<file path="src/rtl/pipe_pkg.sv">
// Shared pipeline definitions: control-bundle bit layout, pcSrc encodings, bubble constant.
// Latency: n/a (types and constants only).
// Backpressure: n/a.
//
// Control bundle packing (MSB..LSB):
//   {ALUSrc, regWrite, memWrite, memRead, memtoReg, regDst, ALUOperation[1:0]}
package pipe_pkg;

    localparam int CTRL_W        = 8;

    // Bit positions inside the control bundle
    localparam int CTRL_ALUSRC   = 7;
    localparam int CTRL_REGWRITE = 6;
    localparam int CTRL_MEMWRITE = 5;
    localparam int CTRL_MEMREAD  = 4;
    localparam int CTRL_MEMTOREG = 3;
    localparam int CTRL_REGDST   = 2;
    localparam int CTRL_ALUOP_HI = 1;
    localparam int CTRL_ALUOP_LO = 0;

    // Controller pcSrc encodings
    localparam logic [1:0] PCSRC_SEQ = 2'b00;
    localparam logic [1:0] PCSRC_BR  = 2'b01;
    localparam logic [1:0] PCSRC_JMP = 2'b10;

    // A bubble is an all-zero control bundle: no write, no memory access.
    localparam logic [CTRL_W-1:0] CTRL_BUBBLE = '0;

    // Named view of the control bundle; field order matches the bit indices above.
    typedef struct packed {
        logic       alu_src;
        logic       reg_write;
        logic       mem_write;
        logic       mem_read;
        logic       mem_to_reg;
        logic       reg_dst;
        logic [1:0] alu_op;
    } ctrl_t;

endpackage : pipe_pkg

</file>
<file path="src/rtl/id_hazard_detect.sv">
// Load-use and branch-operand hazard detection for the ID stage (purely combinational).
// Latency: 0 cycles, stall is a direct function of the inputs.
// Backpressure: none itself; stall is consumed by the pipeline register to freeze PC and IF/ID.
//
// Ports:
//   id_rs, id_rt        ID-stage source specifiers
//   id_isBranch         ID instruction is beq/bneq (operands compared in ID)
//   ex_memRead/RegWrite control bits of the instruction now in EX
//   ex_writeReg         destination of the instruction now in EX
//   mem_memRead         EX/MEM holds a load
//   mem_writeReg        destination of the instruction in EX/MEM
//   stall               any hazard present
module id_hazard_detect #(
    parameter int REG_W = 5
) (
    input  logic [REG_W-1:0] id_rs,
    input  logic [REG_W-1:0] id_rt,
    input  logic             id_isBranch,
    input  logic             ex_memRead,
    input  logic             ex_regWrite,
    input  logic [REG_W-1:0] ex_writeReg,
    input  logic             mem_memRead,
    input  logic [REG_W-1:0] mem_writeReg,
    output logic             stall
);

    // $0 is hardwired to zero, so a write to it never produces a dependency.
    // rt is compared for every instruction, even when it is not a source;
    // that only costs an occasional spurious one-cycle stall.
    function automatic logic reg_match(input logic [REG_W-1:0] r,
                                       input logic [REG_W-1:0] rs,
                                       input logic [REG_W-1:0] rt);
        return (r != '0) && ((r == rs) || (r == rt));
    endfunction

    logic ex_hit;
    logic mem_hit;
    logic load_use;
    logic branch_ex;
    logic branch_mem;

    always_comb begin
        ex_hit     = reg_match(ex_writeReg, id_rs, id_rt);
        mem_hit    = reg_match(mem_writeReg, id_rs, id_rt);

        // Load result not available until after MEM.
        load_use   = ex_memRead && ex_hit;
        // Branches compare in ID, so any producer still in EX is too late.
        branch_ex  = id_isBranch && ex_regWrite && ex_hit;
        // A load one stage further on still has no data for the ID comparator.
        branch_mem = id_isBranch && mem_memRead && mem_hit;

        stall      = load_use || branch_ex || branch_mem;
    end

endmodule : id_hazard_detect

</file>
<file path="src/rtl/id_ex_pipe_reg.sv">
// ID/EX pipeline register with bubble insertion, PC/IF-ID stall and IF/ID flush generation.
// Latency: 1 cycle from id_* to ex_*; hazard/flush outputs are combinational.
// Backpressure: a hazard freezes PC and IF/ID (pcWrite=ifidWrite=0) and loads a bubble into EX.
//
// Ports:
//   clk, rst                          clock, synchronous active-high reset
//   id_ctrl/isBranch/pcSrc            decoded control from the ID controller
//   id_readData1/2, id_immExt         operands and sign-extended immediate
//   id_rs/rt/rd                       register specifiers
//   mem_memRead, mem_writeReg         load flag and destination of EX/MEM
//   ex_*                              registered bundle for the EX stage
//   pcWrite, ifidWrite, ifidFlush     front-end control
//   stall                             hazard indicator
module id_ex_pipe_reg
    import pipe_pkg::*;
#(
    parameter int DATA_W = 32,
    parameter int REG_W  = 5
) (
    input  logic              clk,
    input  logic              rst,
    input  logic [CTRL_W-1:0] id_ctrl,
    input  logic              id_isBranch,
    input  logic [1:0]        id_pcSrc,
    input  logic [DATA_W-1:0] id_readData1,
    input  logic [DATA_W-1:0] id_readData2,
    input  logic [DATA_W-1:0] id_immExt,
    input  logic [REG_W-1:0]  id_rs,
    input  logic [REG_W-1:0]  id_rt,
    input  logic [REG_W-1:0]  id_rd,
    input  logic              mem_memRead,
    input  logic [REG_W-1:0]  mem_writeReg,
    output logic [CTRL_W-1:0] ex_ctrl,
    output logic [DATA_W-1:0] ex_readData1,
    output logic [DATA_W-1:0] ex_readData2,
    output logic [DATA_W-1:0] ex_immExt,
    output logic [REG_W-1:0]  ex_rs,
    output logic [REG_W-1:0]  ex_rt,
    output logic [REG_W-1:0]  ex_writeReg,
    output logic              pcWrite,
    output logic              ifidWrite,
    output logic              ifidFlush,
    output logic              stall
);

    typedef struct packed {
        logic [CTRL_W-1:0] ctrl;
        logic [DATA_W-1:0] read_data1;
        logic [DATA_W-1:0] read_data2;
        logic [DATA_W-1:0] imm_ext;
        logic [REG_W-1:0]  rs;
        logic [REG_W-1:0]  rt;
        logic [REG_W-1:0]  write_reg;
    } ex_bundle_t;

    ex_bundle_t ex_q;
    ex_bundle_t ex_d;
    ex_bundle_t id_bundle;
    ctrl_t      id_ctrl_s;
    ctrl_t      ex_ctrl_s;
    logic       hz_stall;

    assign id_ctrl_s = ctrl_t'(id_ctrl);
    assign ex_ctrl_s = ctrl_t'(ex_q.ctrl);

    // Hazards are judged against what is registered in EX right now.
    id_hazard_detect #(
        .REG_W (REG_W)
    ) u_hazard (
        .id_rs        (id_rs),
        .id_rt        (id_rt),
        .id_isBranch  (id_isBranch),
        .ex_memRead   (ex_ctrl_s.mem_read),
        .ex_regWrite  (ex_ctrl_s.reg_write),
        .ex_writeReg  (ex_q.write_reg),
        .mem_memRead  (mem_memRead),
        .mem_writeReg (mem_writeReg),
        .stall        (hz_stall)
    );

    // Bundle as it would be captured with no hazard; destination selected by regDst.
    always_comb begin
        id_bundle            = '0;
        id_bundle.ctrl       = id_ctrl;
        id_bundle.read_data1 = id_readData1;
        id_bundle.read_data2 = id_readData2;
        id_bundle.imm_ext    = id_immExt;
        id_bundle.rs         = id_rs;
        id_bundle.rt         = id_rt;
        id_bundle.write_reg  = id_ctrl_s.reg_dst ? id_rd : id_rt;
    end

    // A stalled instruction stays in IF/ID and is replayed, so EX gets a bubble
    // rather than a duplicate. The bubble clears every field, not just control,
    // so nothing stale can leak into forwarding compares.
    always_comb begin
        ex_d = hz_stall ? ex_bundle_t'('0) : id_bundle;
    end

    always_ff @(posedge clk) begin
        if (rst) begin
            ex_q <= '0;
        end else begin
            ex_q <= ex_d;
        end
    end

    // Reset overrides everything: front end frozen, no flush, no hazard reported.
    // During a stall pcSrc is ignored because the ID comparator may be reading
    // an operand that is not yet written back.
    always_comb begin
        stall     = !rst && hz_stall;
        pcWrite   = !rst && !hz_stall;
        ifidWrite = !rst && !hz_stall;
        ifidFlush = !rst && !hz_stall && (id_pcSrc != PCSRC_SEQ);
    end

    assign ex_ctrl      = ex_q.ctrl;
    assign ex_readData1 = ex_q.read_data1;
    assign ex_readData2 = ex_q.read_data2;
    assign ex_immExt    = ex_q.imm_ext;
    assign ex_rs        = ex_q.rs;
    assign ex_rt        = ex_q.rt;
    assign ex_writeReg  = ex_q.write_reg;

endmodule : id_ex_pipe_reg
</file>
<file path="config.mk">
export PLATFORM = sky130hd
export DESIGN_NAME = id_ex_pipe_reg
export DESIGN_NICKNAME = d
export VERILOG_FILES = /design/src/rtl/pipe_pkg.sv /design/src/rtl/id_hazard_detect.sv /design/src/rtl/id_ex_pipe_reg.sv
export SDC_FILE = /design/constraint.sdc
export NUM_CORES = 1
export LEC_CHECK = 0
export BUFFER_PORTS_ARGS = -buffer_cell sky130_fd_sc_hd__clkbuf_2
export CORE_MARGIN = 2
export CORE_UTILIZATION = 36
export DETAILED_ROUTE_END_ITERATION = 12
export GPL_TIMING_DRIVEN = 0
export PLACE_DENSITY = 0.74
export RECOVER_POWER = 100
export SLEW_MARGIN = 0
export SYNTH_ARGS = -nofsm -noshare
export SYNTH_HDL_FRONTEND = slang
export SYNTH_SLANG_ARGS = --single-unit
</file>
<file path="constraint.sdc">
create_clock -name clk -period 2.2 [get_ports clk]
set_input_delay 0.44 -clock clk [delete_from_list [all_inputs] [get_ports clk]]
set_output_delay 0.44 -clock clk [all_outputs]
set_load 0.01 [all_outputs]
</file>
== Word-level counts from Yosys, hierarchy flattened ==
Index checks and enable logic that the tools add are counted.
Widths: inputs -> output; s select.

* Input bits: 130
* Register bits: 119

* Reduce and logical (&&, ||, !) cells: 20
* Multiplexer cells: 1
* Equality and inequality tests: 4

{| class="wikitable"
|+ Operators with widths
! cell !! count
|-
| $eq 5x5->1 || 4
|-
| $logic_and 1x1->1 || 10
|-
| $reduce_bool 5->1 || 2
|-
| $mux 5 || 1
|-
| $logic_or 1x1->1 || 4
|-
| $logic_not 1->1 || 2
|-
| $reduce_bool 2->1 || 1
|-
| $reduce_or 2->1 || 1
|}

== Logic depth before layout (Yosys ltp) ==
Gate-level depths: netlist (run 1).

* Depth after elaboration: 9
* Gate-level depth with buffers: 7

== By module ==
Synthesis (run 1) repeated with hierarchy kept, for this count alone.

* Cells, all modules: 299
* Area, all modules: 3583.4 µm²

{| class="wikitable"
|+ Modules (own cells, without submodules)
! module !! times used !! seq. area each (µm²) !! area an instance (µm²) !! cells an instance
|-
| id_ex_pipe_reg || 1 || 2382.3 || 3313.2 || 263
|-
| id_hazard_detect || 1 || 0.0 || 270.3 || 36
|}

== Least setup slack after synthesis (run 1) ==
Ideal clock, no wire load.

* Path kind: in2out
* Start: input mem_writeReg[1]
* End: output ifidFlush
* Path slack: -0.099 ns
* Cell stages on the path: 5
* Buffers on the path: 1
* Data arrival time: 1.859 ns
* Cells stage by stage: or3_1 o311a_1 a221oi_2 buf_2 o21a_1

* Longest elaborated chain between the ends: 8

{| class="wikitable"
|+ Ends and longest elaborated chain
! item !! RTL line !! text
|-
| start, declared || id_ex_pipe_reg.sv:32 || <nowiki>input logic [REG_W-1:0] mem_writeReg,</nowiki>
|-
| $eq 5x5->1 || id_hazard_detect.sv:33 || <nowiki>return (r != '0) && ((r == rs) || (r == rt));</nowiki>
|-
| $logic_or 1x1->1 || id_hazard_detect.sv:33 ||
|-
| $logic_and 1x1->1 * || id_hazard_detect.sv:33 ||
|-
| $logic_and 1x1->1 * || id_hazard_detect.sv:51 || <nowiki>branch_mem = id_isBranch && mem_memRead && mem_hit;</nowiki>
|-
| $logic_or 1x1->1 * || id_hazard_detect.sv:53 || <nowiki>stall = load_use || branch_ex || branch_mem;</nowiki>
|-
| $logic_not 1->1 * || - ||
|-
| $logic_and 1x1->1 * || - ||
|-
| net ifidWrite || id_ex_pipe_reg.sv:41 || <nowiki>output logic ifidWrite,</nowiki>
|-
| $logic_and 1x1->1 * || id_ex_pipe_reg.sv:115 || <nowiki>ifidFlush = !rst && !hz_stall && (id_pcSrc != PCSRC_SEQ);</nowiki>
|-
| end, declared || id_ex_pipe_reg.sv:42 || <nowiki>output logic ifidFlush,</nowiki>
|}

Mark *: on every way through the listed nets, which the timed path passes. The rest lies on a longest branch.

== Worst setup path in the final report (run 1) ==
* Start: input mem_writeReg[1]
* End: output ifidFlush

* Longest elaborated chain between the ends: 8

{| class="wikitable"
|+ Ends and longest elaborated chain
! item !! RTL line
|-
| $eq 5x5->1 || id_hazard_detect.sv:33
|-
| $logic_or 1x1->1 || id_hazard_detect.sv:33
|-
| $logic_and 1x1->1 * || id_hazard_detect.sv:33
|-
| $logic_and 1x1->1 * || id_hazard_detect.sv:51
|-
| $logic_or 1x1->1 * || id_hazard_detect.sv:53
|-
| $logic_not 1->1 * || id_ex_pipe_reg.sv:115
|-
| $logic_and 1x1->1 * (2 in series) || id_ex_pipe_reg.sv:115
|}

Every way passes the cells marked *; elsewhere a longest branch is shown, timed or not.

==> results.md, run 1 <==
- 253 I/O pins were placed.
- In this run the core area contains 36 standard-cell rows.
- The mapped netlist covers 3560 um^2.
- The maximum resistive drop on vdd is roughly 410 uV.
- The synthesized flop and latch total is approximately 120.
- The die is 103 um tall.
- The library cell used most frequently in the layout, excluding fill and tap cells, is clkbuf_2.
- Power comes to ~0.0055 W.
- The maximum clock skew at final layout is about 0.01 ns.
- The number of I/O port buffers is 251.
- During synthesis, Yosys emitted a total of 0 warnings.
- After technology mapping, the gate count stands at 300.
- Entering global routing, the biggest net connects 17 pins.
- The cell count of the worst reg-to-reg path is 8.
- For this block, the routed nets add up to 9.52 mm of wire.
- The area enclosed by the die boundary is 10,700 um^2.
- The layout overhead on the synthesized area is 55.2%.
- The shortest clock period the worst path allows after layout is 2.48 ns.
- Summed over all failing endpoints, the final setup total negative slack is -0.795 ns.
- The detailed-placement wirelength estimate is 7.15 mm.
- The max-cap check violation count is 0.
- The number of global-route vias before repair is 2,815.
- The run finished, with violations left.
- The worst hold path passes through 2 cells.
- Clock latency on the worst-skew pair, taken at its later pin, is 0.51 ns.
- The checks that failed: negative setup slack.
- Summing all non-filler instances in the final layout gives an area of 5530 um^2.
- The kind of start point of the critical path is an input port.
- Of all nets on the critical path, the largest fanout is 5.
- The footprint of the multi-input gates is 1110 um^2.
- Summing all placed instances gives a cell area of approximately 5000 um^2.
- The leakage power summed over all cells is 2.52 nW.
- The starting utilization of the core area is 36.8%.
- The leftover overflow at the end of global routing is 0.
- The portion of the post-synthesis area used by sequential elements is 66.9%.
- Routability-driven placement finished with a final weighted congestion of 0.814.
- The element type at the critical path end is a primary output.
- The final worst slack is -0.277 ns.
- The mean post-synth cell area is 11.9 um^2.
- The mean number of vias per cell is 4.12.
- The number of pins exceeding their max-slew limit in the final report is 0.
- The remaining design rule violation count is 0.
- The number of H-tree levels is 4.
- The fraction of layout instances using a drive strength above 1 is 34.8%.
- In this run, CTS created clock tree buffers numbering 17.
- The clock-pin transition on the worst setup and hold timing paths is 0.06 ns.
- The area of the core is 9680 um^2.
- The clock net sink count is 119.
- The number of failing setup endpoints in the final timing report is 4.
- The global-route wire length before repair is 13.0 mm.
- Synthesis produced a netlist with a net count of 430.
- The horizontal extent of the die is 103 um.
- At the pin with the least slew margin, the transition time is 0.460 ns.
- The top cell types in the final layout, fill and taps aside, are clkbuf_2 (148), and2_1 (114), dfxtp_1 (114), clkbuf_1 (111), xnor2_1 (19).
- The first detailed-routing pass took 4 iterations.
- The final routed wire length divided by cell count is between 10 and 15 um.
- The maximum clock insertion buffer count is 2.
- After layout, the worst path uses 113% of the clock period.
- The count of nets left with antenna violations once routing finished came out at 0.
- The vias after detailed routing is 2,974.
- The areal power density over the cells is roughly 990 nW/um^2.
- The worst setup path is of the in -> out kind.
- The number of nets in the layout is 706.
- CTS placed an instance of clkbuf_8 at the clock tree root.
- The number of antenna diodes in the final layout is 0.
- For the worst setup path, the data arrival time is 2.04 ns.
- At the worst endpoint, the required time is 1.76 ns.
- Setup repair after global routing could not meet its margin everywhere.
- The tightest min-delay check is of the in -> reg type.
- The count of distinct cell types in the synthesized netlist is 22.
- The final number of hold-violating endpoints is 0.
- The number of hold buffers added after cts is 0.
- Headroom to the max-slew limit came out at 69.3%.
- The initial antenna violation count came to 0.
- TritonCTS built the clock tree.
- The maximum achievable frequency is 404 MHz.
- The layout has approximately 900 filler cells.
- The global-route usage over all layers is 16.6%.
- Final hold analysis gives a worst-case slack of approximately 0.13 ns.
- The starting DRC count in detailed routing is 29.
- In the final layout, flip-flops and latches occupy 2390 um^2.
registers in the layout, summed over array words and instances (netlist names):
signal        count
ex_readData1     32
ex_immExt        32
ex_rt             5
ex_writeReg       5
ex_readData2     32
ex_ctrl           8
ex_rs             5
report_power, final:
group          total, W  internal [W]  switching, W  leakage, nW
Sequential      0.00234       0.00230     0.0000465        0.993
Clock           0.00258       0.00163      0.000949        0.267
Combinational  0.000554      0.000278      0.000276         1.26
per-stage QoR:
step / setup slack, ns / cells / utilization (%)
floorplan: -0.0483 / 300 / -
global placement: -0.483 / 684 / 51.5
detailed placement: -0.495 / 684 / 51.5
CTS: -0.319 / 720 / 58.0
global route: -0.343 / 722 / 57.1
finish: -0.277 / 722 / 57.1
layout make-up:
cell class | instances | area share, %
Sequential cell | 119 | 43.2
Multi-Input combinational cell | 164 | 20.1
Clock buffer | 20 | 7.87
Clock inverter | 12 | 2.31
Tap cell | 133 | 3.01
Buffer | 17 | 1.83
Timing Repair Buffer | 257 | 21.6
path summary, 6_finish.rpt:
path,start,to,slack [ns]
max,mem_writeReg[1],ifidFlush,-0.28
min,id_ctrl[4],ex_ctrl[4]$_SDFF_PP0_,0.13
max reg2reg,ex_writeReg[3]$_SDFF_PP0_,ex_readData2[31]$_SDFF_PP0_,0.35
min reg2reg,ex_ctrl[4]$_SDFF_PP0_,ex_readData1[8]$_SDFF_PP0_,1.04
cells in the mapped netlist (all sizes together):
master / instances / area share, %
a22oi: 1 / 0.21
o22ai: 2 / 0.35
and2: 114 / 20
nor2b: 5 / 0.88
nor2: 2 / 0.21
nand2: 4 / 0.42
buf: 6 / 1.2
o21a: 1 / 0.21
a221oi: 1 / 0.42
nor3: 1 / 0.14
or3: 1 / 0.18
a21oi: 2 / 0.28
dfxtp: 119 / 67
o311a: 1 / 0.28
xnor2: 20 / 4.9
clkbuf: 11 / 1.5
nand3: 4 / 0.56
mux2i: 5 / 1.4
routing by layer:
layer,vias to the layer above,track usage [%],wire (um)
li1,1479,-,-
met1,1330,16.6,3520
met2,155,30.0,4960
met3,10,6.59,918
met4,0,8.10,126
met5,-,0,0
logic make-up (layout without fill, tap and decap cells):
family / after synthesis / count (layout) / synth area share [%]
simple gates: 131 / 131 / 22.4
flops: 119 / 119 / 66.9
xor+xnor: 20 / 20 / 4.92
buf+inv: 17 / 306 / 2.67
compound gates: 8 / 8 / 1.76
mux: 5 / 5 / 1.40
timing repair:
action,4_1_cts,5_1_grt
buffers inserted,4,2
pin swaps,1,4
setup endpoints to repair,4,4
resized for setup,9,12
critical path, stage by stage:
cell      delay, ns
buf_8          0.09
or3_1          0.36
o311a_1        0.35
a221oi_2       0.34
buf_4          0.20
o21a_1         0.13
buf_2          0.13
Note: power is estimated with default switching activity, not from simulation.
==> run 2, diff against run 1 <==
Settings changed: SYNTH_HIERARCHICAL set to 1.
==> run 2 against run 1 <==
  * Clock power rose by 5%
  * The flow still finishes with violations (negative setup slack)
  * Design area rose by 0.93%
  * Fmax fell by 7.2%
  * Clock skew fell by 0.0018 ns
  * Largest cell class unchanged
  * Critical path type is now reg -> out
  * Core utilization rose by 0.26 points
  * Setup slack got worse by 0.19 ns
==> results.md, run 2 <==
- The run finished, with violations left.
- The final reports fail on negative setup slack.
- For this configuration, the core starts out at a cell density of 36.8%.
- The final number of hold-violating endpoints was 0.
- The detailed-placement wirelength estimate is 7.12 mm.
- The worst hold path terminates at ex_immExt[13]$_SDFF_PP0_.
- After filler insertion, the fill cell instance count of the layout stands at 922.
- At the end of routability-driven placement, the weighted congestion stood at a little under 0.8.
- Global routing consumed, over all layers together, 17.2% of the routing resources.
- The kind of start point of the critical path is a register.
- The global-route wire length before repair is 14.3 mm.
- Counting I/O delays and the setup requirement, the final critical path takes between 2 and 3 ns.
- The clock reaches the later pin of the worst-skew pair after 0.51 ns.
- After floorplanning, the core was sized to cover 9730 um^2.
- The post-synth net total is between 400 and 500.
- In this run the static leakage power is 2.58 nW.
- The number of failing setup endpoints in the final timing report is 7.
- The vias after detailed routing is about 3,000.
- The standard-cell row count is 36.
- The CTS tree is built.
- STA puts the critical path data required time at 1.76 ns.
- The worst register-to-register path ends at ex_readData1[13]$_SDFF_PP0_.
- The cell at the root of the clock tree is clkbuf_8.
- The number of pins exceeding their max-slew limit in the final report was 0.
- The worst setup path is of the reg -> out kind.
- Synthesis inferred about 120 register bits.
- In this run, CTS created clock tree buffers numbering 17.
- Of all nets on the critical path, the largest fanout is 4.
- Summed over all layers, the global routing overflow is 0.
- The maximum achievable frequency is 375 MHz.
- The element type at the critical path end is a primary output.
- In the layout the commonest cells are clkbuf_2 (130), clkbuf_1 (119), dfxtp_1 (115), and2_1 (114), xor2_1 (20).
- The horizontal extent of the die is 104 um.
- Max-cap violations in this run came to 0.
- The maximum clock skew at final layout is between 0.008 and 0.009 ns.
- In this run the most critical hold path is launched from id_immExt[13].
- The leading cell type in the layout, fill and taps excluded is clkbuf_2.
- The cell count of the worst reg-to-reg path is 10.
- Among all flip-flop cells after synthesis, the most frequent one is dfxtp_1.
- In this run the power density over the cells is between 1000 and 1500 nW/um^2.
- The layout overhead on the synthesized area is 55.8%.
- The most numerous cell in the Yosys netlist is dfxtp_1.
- After detailed routing, the number of remaining DRC violations is 0.
- Entering global routing, the biggest net connects 17 pins.
- The count of distinct cell types in the synthesized netlist is 19.
- The vertical die dimension is 104 um.
- The clock-pin transition on the worst setup and hold timing paths is roughly 0.060 ns.
- The launching point of the worst reg2reg path is ex_writeReg[4]$_SDFF_PP0_.
- The portion of the post-synthesis area used by sequential elements is 66.5%.
- In this run the tightest slew margin relative to its limit is 70.9%.
- For this run, the detailed router's first-pass iteration total came to 4.
- Sorting the synthesized cells by area gives the leading types as dfxtp_1 (66%), and2_1 (20%), xor2_1 (4.9%), buf_6 (2.2%), mux2i_1 (1.4%).
- Counting every sink on the clock net gives 119.
- Using the TritonRoute via totals, the vias-per-cell ratio works out to 4.12.
- In the final design database the tool counted roughly 700 nets.
- The post-synthesis instance area is 3580 um^2.
- The total routed wirelength is 9.38 mm.
- The share of synthesized area in the top cell type comes to 66.5%.
- The initial antenna violation count is 0.
- The number of global-route vias before repair is 2,922.
- The count of antenna diodes in the layout is 0.
- The synthesized design contains 0 enable-type register cells.
- Summing internal, switching and leakage power gives 0.00560 W.
- Summed over all instances, the cell type with the most area after synthesis is dfxtp_1.
- The fraction of layout instances using a drive strength above 1 is 33.4%.
- The number of I/O port buffers is 251.
- For the pin with the worst max-slew slack, the measured transition is 0.437 ns.
- The mean post-synth cell area is between 10 and 15 um^2.
- In the final routed layout, each cell accounts on average for 13.0 um.
- The count of boundary I/O pins is 253.
- The worst hold path was traced through 2 stages.
- The count of nets left with antenna violations once routing finished came out at 0.
- The number of warning messages in the yosys log is 6.
- After the flow finishes, the layout carries non-filler instances totaling 723.
- The maximum clock insertion buffer count is 2.
- The commonest cells after synthesis are dfxtp_1 (119), and2_1 (114), xor2_1 (20).
- Setup repair after global routing could not meet its margin everywhere.
- The data arrival time at the worst-slack endpoint is 2.23 ns.
- The number of H-tree levels is 4.
- After synthesis, the share of flip-flops with an asynchronous set or reset is 0%.
- The die covers between 10,000 and 15,000 um^2.
- In this run the register-to-register setup slack is -0.02 ns.
- The final worst-path cycle share is 121%.
- In this run, the number of DRC markers left after iteration 0 of detailed routing was 86.
- The count of mapped cells out of synthesis is 299.
- The kind of path behind the tightest hold check is in -> reg.
- In the post-route analysis, the smallest setup slack over all paths is -0.469 ns.
- The maximum resistive drop on vdd is 519 uV.
- The instance count after placement with tap cells included is 683.
[run 2: cell type report]
class	instances	area [um^2]	share of cell area, %
buffer	14	131	2.35
sequential	119	2390	42.9
multi-input combinational	164	1090	19.6
clock buffer	17	414	7.42
timing repair buffer	261	1190	21.4
tap	133	166	2.98
clock inverter	14	175	3.14
inverter	1	16.3	0.291
[run 2: layer usage]
layer	part of all wire, %	global-route usage, %	up-vias
met5	0	0	-
met3	8.6	7.30	14
met4	1.7	7.72	0
met1	41	19.1	1331
met2	49	28.8	159
li1	-	-	1478
[run 2: worst max path at each step]
stage / start / slack [ns] / depth (start not counted) / end
3_3_place_gp: mem_writeReg[0] / -0.41 / 10 / pcWrite
2_1_floorplan: mem_writeReg[0] / -0.05 / 8 / pcWrite
3_5_place_dp: mem_writeReg[0] / -0.42 / 10 / pcWrite
5_1_grt: ex_writeReg[4]$_SDFF_PP0_ / -0.55 / 8 / pcWrite
4_1_cts: ex_writeReg[1]$_SDFF_PP0_ / -0.46 / 8 / pcWrite
6_report: ex_writeReg[4]$_SDFF_PP0_ / -0.47 / 8 / pcWrite
[run 2: per-stage QoR]
stage	setup WS (ns)	setup TNS, ns	util (%)	hold slack [ns]	cell area (um^2)
5_1_grt	-0.553	-6.41	57.4	0.0974	5580
6_report	-0.469	-1.42	57.4	0.127	5580
3_3_place_gp	-0.407	-8.26	51.6	0.639	5020
3_5_place_dp	-0.417	-7.69	51.6	0.642	5020
4_1_cts	-0.463	-1.47	58.2	0.107	5660
2_1_floorplan	-0.0474	-0.0474	-	0.562	3590
[run 2: worst max-delay path, stage by stage, from the launching register on]
cell and delay, ns:
dfxtp_4 0.35, or4_4 0.53, nor2_4 0.13, o32ai_2 0.09
or2_1 0.23, buf_6 0.14, clkinv_8 0.05, buf_4 0.09
clkbuf_2 0.12
[run 2: logic make-up (layout without fill, tap and decap cells)]
group | Yosys count | after routing | share of synthesized area (%)
buffers and inverters | 16 | 307 | 3.60
AND/OR/NAND/NOR | 134 | 134 | 22.5
XOR/XNOR | 20 | 20 | 4.89
AO/OA/AOI/OAI | 5 | 5 | 1.15
multiplexers | 5 | 5 | 1.40
flip-flops | 119 | 119 | 66.5
[run 2: what timing repair did]
item	in CTS	in global routing
setup endpoints to repair	4	109
pin swaps	4	3
hold buffers	0	0
resized for setup	7	20
buffers inserted	6	4
[run 2: report_power, final]
| part | switching [W] | internal, W |
|---|---|---|
| clock | 0.000987 | 0.00172 |
| combinational | 0.000275 | 0.000277 |
| sequential | 0.0000433 | 0.00230 |
==> run 3, diff against run 2 <==
Settings changed: CORE_AREA set to 2 2 98 100, CORE_MARGIN 2 to unset, CORE_UTILIZATION 36 to unset, DIE_AREA set to 0 0 100 102, GPL_ROUTABILITY_DRIVEN set to 0, PLACE_DENSITY 0.74 to 0.76.
Clock period 2.2 ns to 3 ns, I/O delays scaled along.
==> run 3 against run 2 <==
  * Setup slack gained 0.58 ns
  * Largest cell class unchanged
  * The run now ends clean
  * Flip-flop and latch count stayed put
  * Critical endpoint unchanged
  * Clock skew grew 0.0024 ns
  * Core utilization rose by 2.1 points
  * Global-route usage increased by 0.057 points
  * Sequential power is 27% lower
  * Count of clock-buffer cells in the layout up 2
==> results.md, run 3 (synthesis results as in run 2) <==
- The flow ran to the end, and the final reports show no timing, DRC or antenna violations.
- The data arrival time at the worst-slack endpoint is 2.29 ns.
- TritonCTS built the clock tree.
- The max-cap check violation count is 0.
- The classification of the worst setup path is reg -> out.
- In this run the static leakage power is 2.45 nW.
- The count of boundary I/O pins is 253.
- The library cells used most frequently in the layout, excluding fill and tap cells, are clkbuf_1 (134), clkbuf_2 (131), dfxtp_1 (117), and2_1 (60), and2_0 (54).
- At the worst endpoint, the required time is 2.40 ns.
- The count of antenna diodes in the layout is 0.
- The tree is rooted in a clkbuf_8.
- The die covers between 10,000 and 15,000 um^2.
- The number of failing setup endpoints in the final timing report is 0.
- The highest metal layer carrying signal wires in the routed design is met4.
- The critical path endpoint is pcWrite.
- The worst hold margin is 0.302 ns.
- The number of nets in the layout is 706.
- Based on the critical path, the design can be clocked at up to 346 MHz.
- The slew at the pin with the worst max-slew slack is a little over 0.4 ns.
- Along the worst path, the maximum fanout reaches 9.
- The length of routed met3 wiring is around 860 um.
- STA classifies the critical path startpoint as a register.
- The design draws 0.00396 W.
- In the final routing, the length of wire on met1 measures about 3.5 mm.
- The final number of hold-violating endpoints came to 0.
- The number of H-tree levels is 4.
- The area of the core is 9110 um^2.
- The maximum resistive drop on vdd is 417 uV.
- Counting I/O delays and the setup requirement, the final critical path takes 2.89 ns.
- The leftover overflow at the end of global routing is 0.
- The area growth from synthesis to layout is 51.1%.
- The final critical path takes up 96.4% of the cycle.
- The total buffers and inverters traversed by the critical path is 4.
- The critical path depth in cells is 8.
- The total routed wirelength is 9.23 mm.
- The dominant delay contributor by cell family on the critical path is simple AND/OR/NAND/NOR gates.
- Counting the buffers created by CTS gives 17.
- The register-to-register path setup slack is 0.25 ns.
- Entering global routing, the biggest net connects 18 pins.
- After detailed routing, the number of remaining DRC violations is 0.
- STA classifies the critical path endpoint as a primary output.
- In this run the critical register-to-register path is captured at ex_readData1[1]$_SDFF_PP0_.
- The areal power density over the cells is 732 nW/um^2.
- The number of I/O port buffers is roughly 250.
- The HPWL after detailed placement is a little over 7 mm.
- Tracing the worst setup path back leads to its startpoint at ex_writeReg[1]$_SDFF_PP0_.
- The kind of path behind the tightest hold check is in -> reg.
- The initial antenna violation count came to 0.
- The post-route netlist has between 30 and 40% of its cells at a drive strength greater than 1.
- The launching point of the worst reg2reg path is ex_writeReg[1]$_SDFF_PP0_.
- The final routed wire length divided by cell count is 13.2 um.
- The detailed router placed approximately 3,000 vias in this run.
- Setup repair after global routing left no endpoint under its margin.
- Measured along the y axis, the die boundary spans 102 um.
- In this run the cell area measured after placement is between 4000 and 5000 um^2.
- The maximum clock skew at final layout is 0.0106 ns.
- The starting DRC count in detailed routing is 27.
- Leaving out fill and tap cells, the most frequent cell in the layout is clkbuf_1.
- The clock-pin transition on the worst setup and hold timing paths is around 0.06 ns.
- Walking the worst path, the cells encountered are or4_4 -> nor2_2 -> o32ai_2 -> or2_1 -> buf_6 -> clkinv_8 -> buf_4 -> clkbuf_2.
- For this design, the sink count on the clock tree is 119.
- The horizontal extent of the die is roughly 100 um.
- Clock latency on the worst-skew pair, taken at its later pin, is 0.49 ns.
- The starting utilization of the core area is 39.3%.
- The pre-antenna-repair detailed-routing pass consisted of 4 iterations.
- The maximum clock insertion buffer count is 2.
- Using the TritonRoute via totals, the vias-per-cell ratio works out to 4.28.
- The number of nets still failing antenna checks after routing is 0.
- The global-route wire length before repair is roughly 13 mm.
- The utilization after layout is 59.5%.
- On the critical path, the stage with the largest delay is an instance of or4_4.
- For the worst flop-to-flop path, the logic depth is 12.
- The worst min-delay path startpoint is id_immExt[6].
- The finished layout cell area is between 5000 and 6000 um^2.
- The count of fill cells added during filler insertion is 873.
- In this run, post-CTS hold repair placed 0 buffers.
- The standard-cell row count is 35.
- The detailed-routed wire length on met2 is 4.71 mm.
- The global-route usage over all layers is roughly 17%.
- The worst max-slew margin expressed relative to the limit is 72.3%.
- For this run, the slowest stage of the critical path takes 0.55 ns.
- The number of pins exceeding their max-slew limit in the final report is 0.
- The number of global-route vias before repair came to 2,959.
==> run 3: area by class of cell <==
class / instances / area [um^2] / area share (%)
flip-flops and latches: 119 / 2390 / 44.1
plain buffers: 14 / 65.1 / 1.20
clock inverters: 13 / 123 / 2.26
well taps: 111 / 139 / 2.56
inverters: 1 / 16.3 / 0.300
repair buffers: 259 / 1160 / 21.4
clock buffers: 19 / 442 / 8.16
multi-input cells: 164 / 1090 / 20.1
==> run 3: metal layers <==
layer	global-route usage, %	vias up
met4	6.43	0
li1	-	1478
met5	0	-
met3	8.41	12
met1	17.7	1355
met2	30.7	152
==> run 3: worst min path at each step <==
stage / to / cells past startpoint
CTS: ex_immExt[6]$_SDFF_PP0_ / 2
global placement: ex_readData2[12]$_SDFF_PP0_ / 2
global route: ex_readData2[22]$_SDFF_PP0_ / 2
finish: ex_immExt[6]$_SDFF_PP0_ / 2
detailed placement: ex_immExt[6]$_SDFF_PP0_ / 2
floorplan: ex_ctrl[0]$_SDFF_PP0_ / 1
==> run 3: repair_timing <==
item	in CTS	in global routing
setup buffers	0	8
cloned	0	0
pin swaps	0	4
endpoints found under the setup margin	2	2
gates resized for setup	3	4
==> run 3: worst register-to-register path, delay by kind of cell (launching register included) <==
family	cells	cell delay, ns
buffers and inverters	7	1.13
AND/OR/NAND/NOR	4	1.09
flip-flops	1	0.35
AO/OA/AOI/OAI	1	0.12
==> run 3: power breakdown <==
| group | switching, W | internal (W) | leakage [nW] | total, W |
|---|---|---|---|---|
| clock network | 0.000719 | 0.00115 | 0.273 | 0.00187 |
| logic | 0.000199 | 0.000179 | 1.18 | 0.000378 |
| registers | 0.0000317 | 0.00168 | 0.992 | 0.00171 |
| total | 0.000949 | 0.00301 | 2.45 | 0.00396 |
==> run 3: metrics by stage <==
stage / setup TNS (ns) / setup slack [ns] / instances
after floorplan: 0 / 0.321 / 299
after global placement: -0.129 / -0.113 / 661
after detailed placement: -0.315 / -0.207 / 661
after CTS: 0 / 0.00391 / 692
after global routing: 0 / 0.0116 / 700
final: 0 / 0.109 / 700
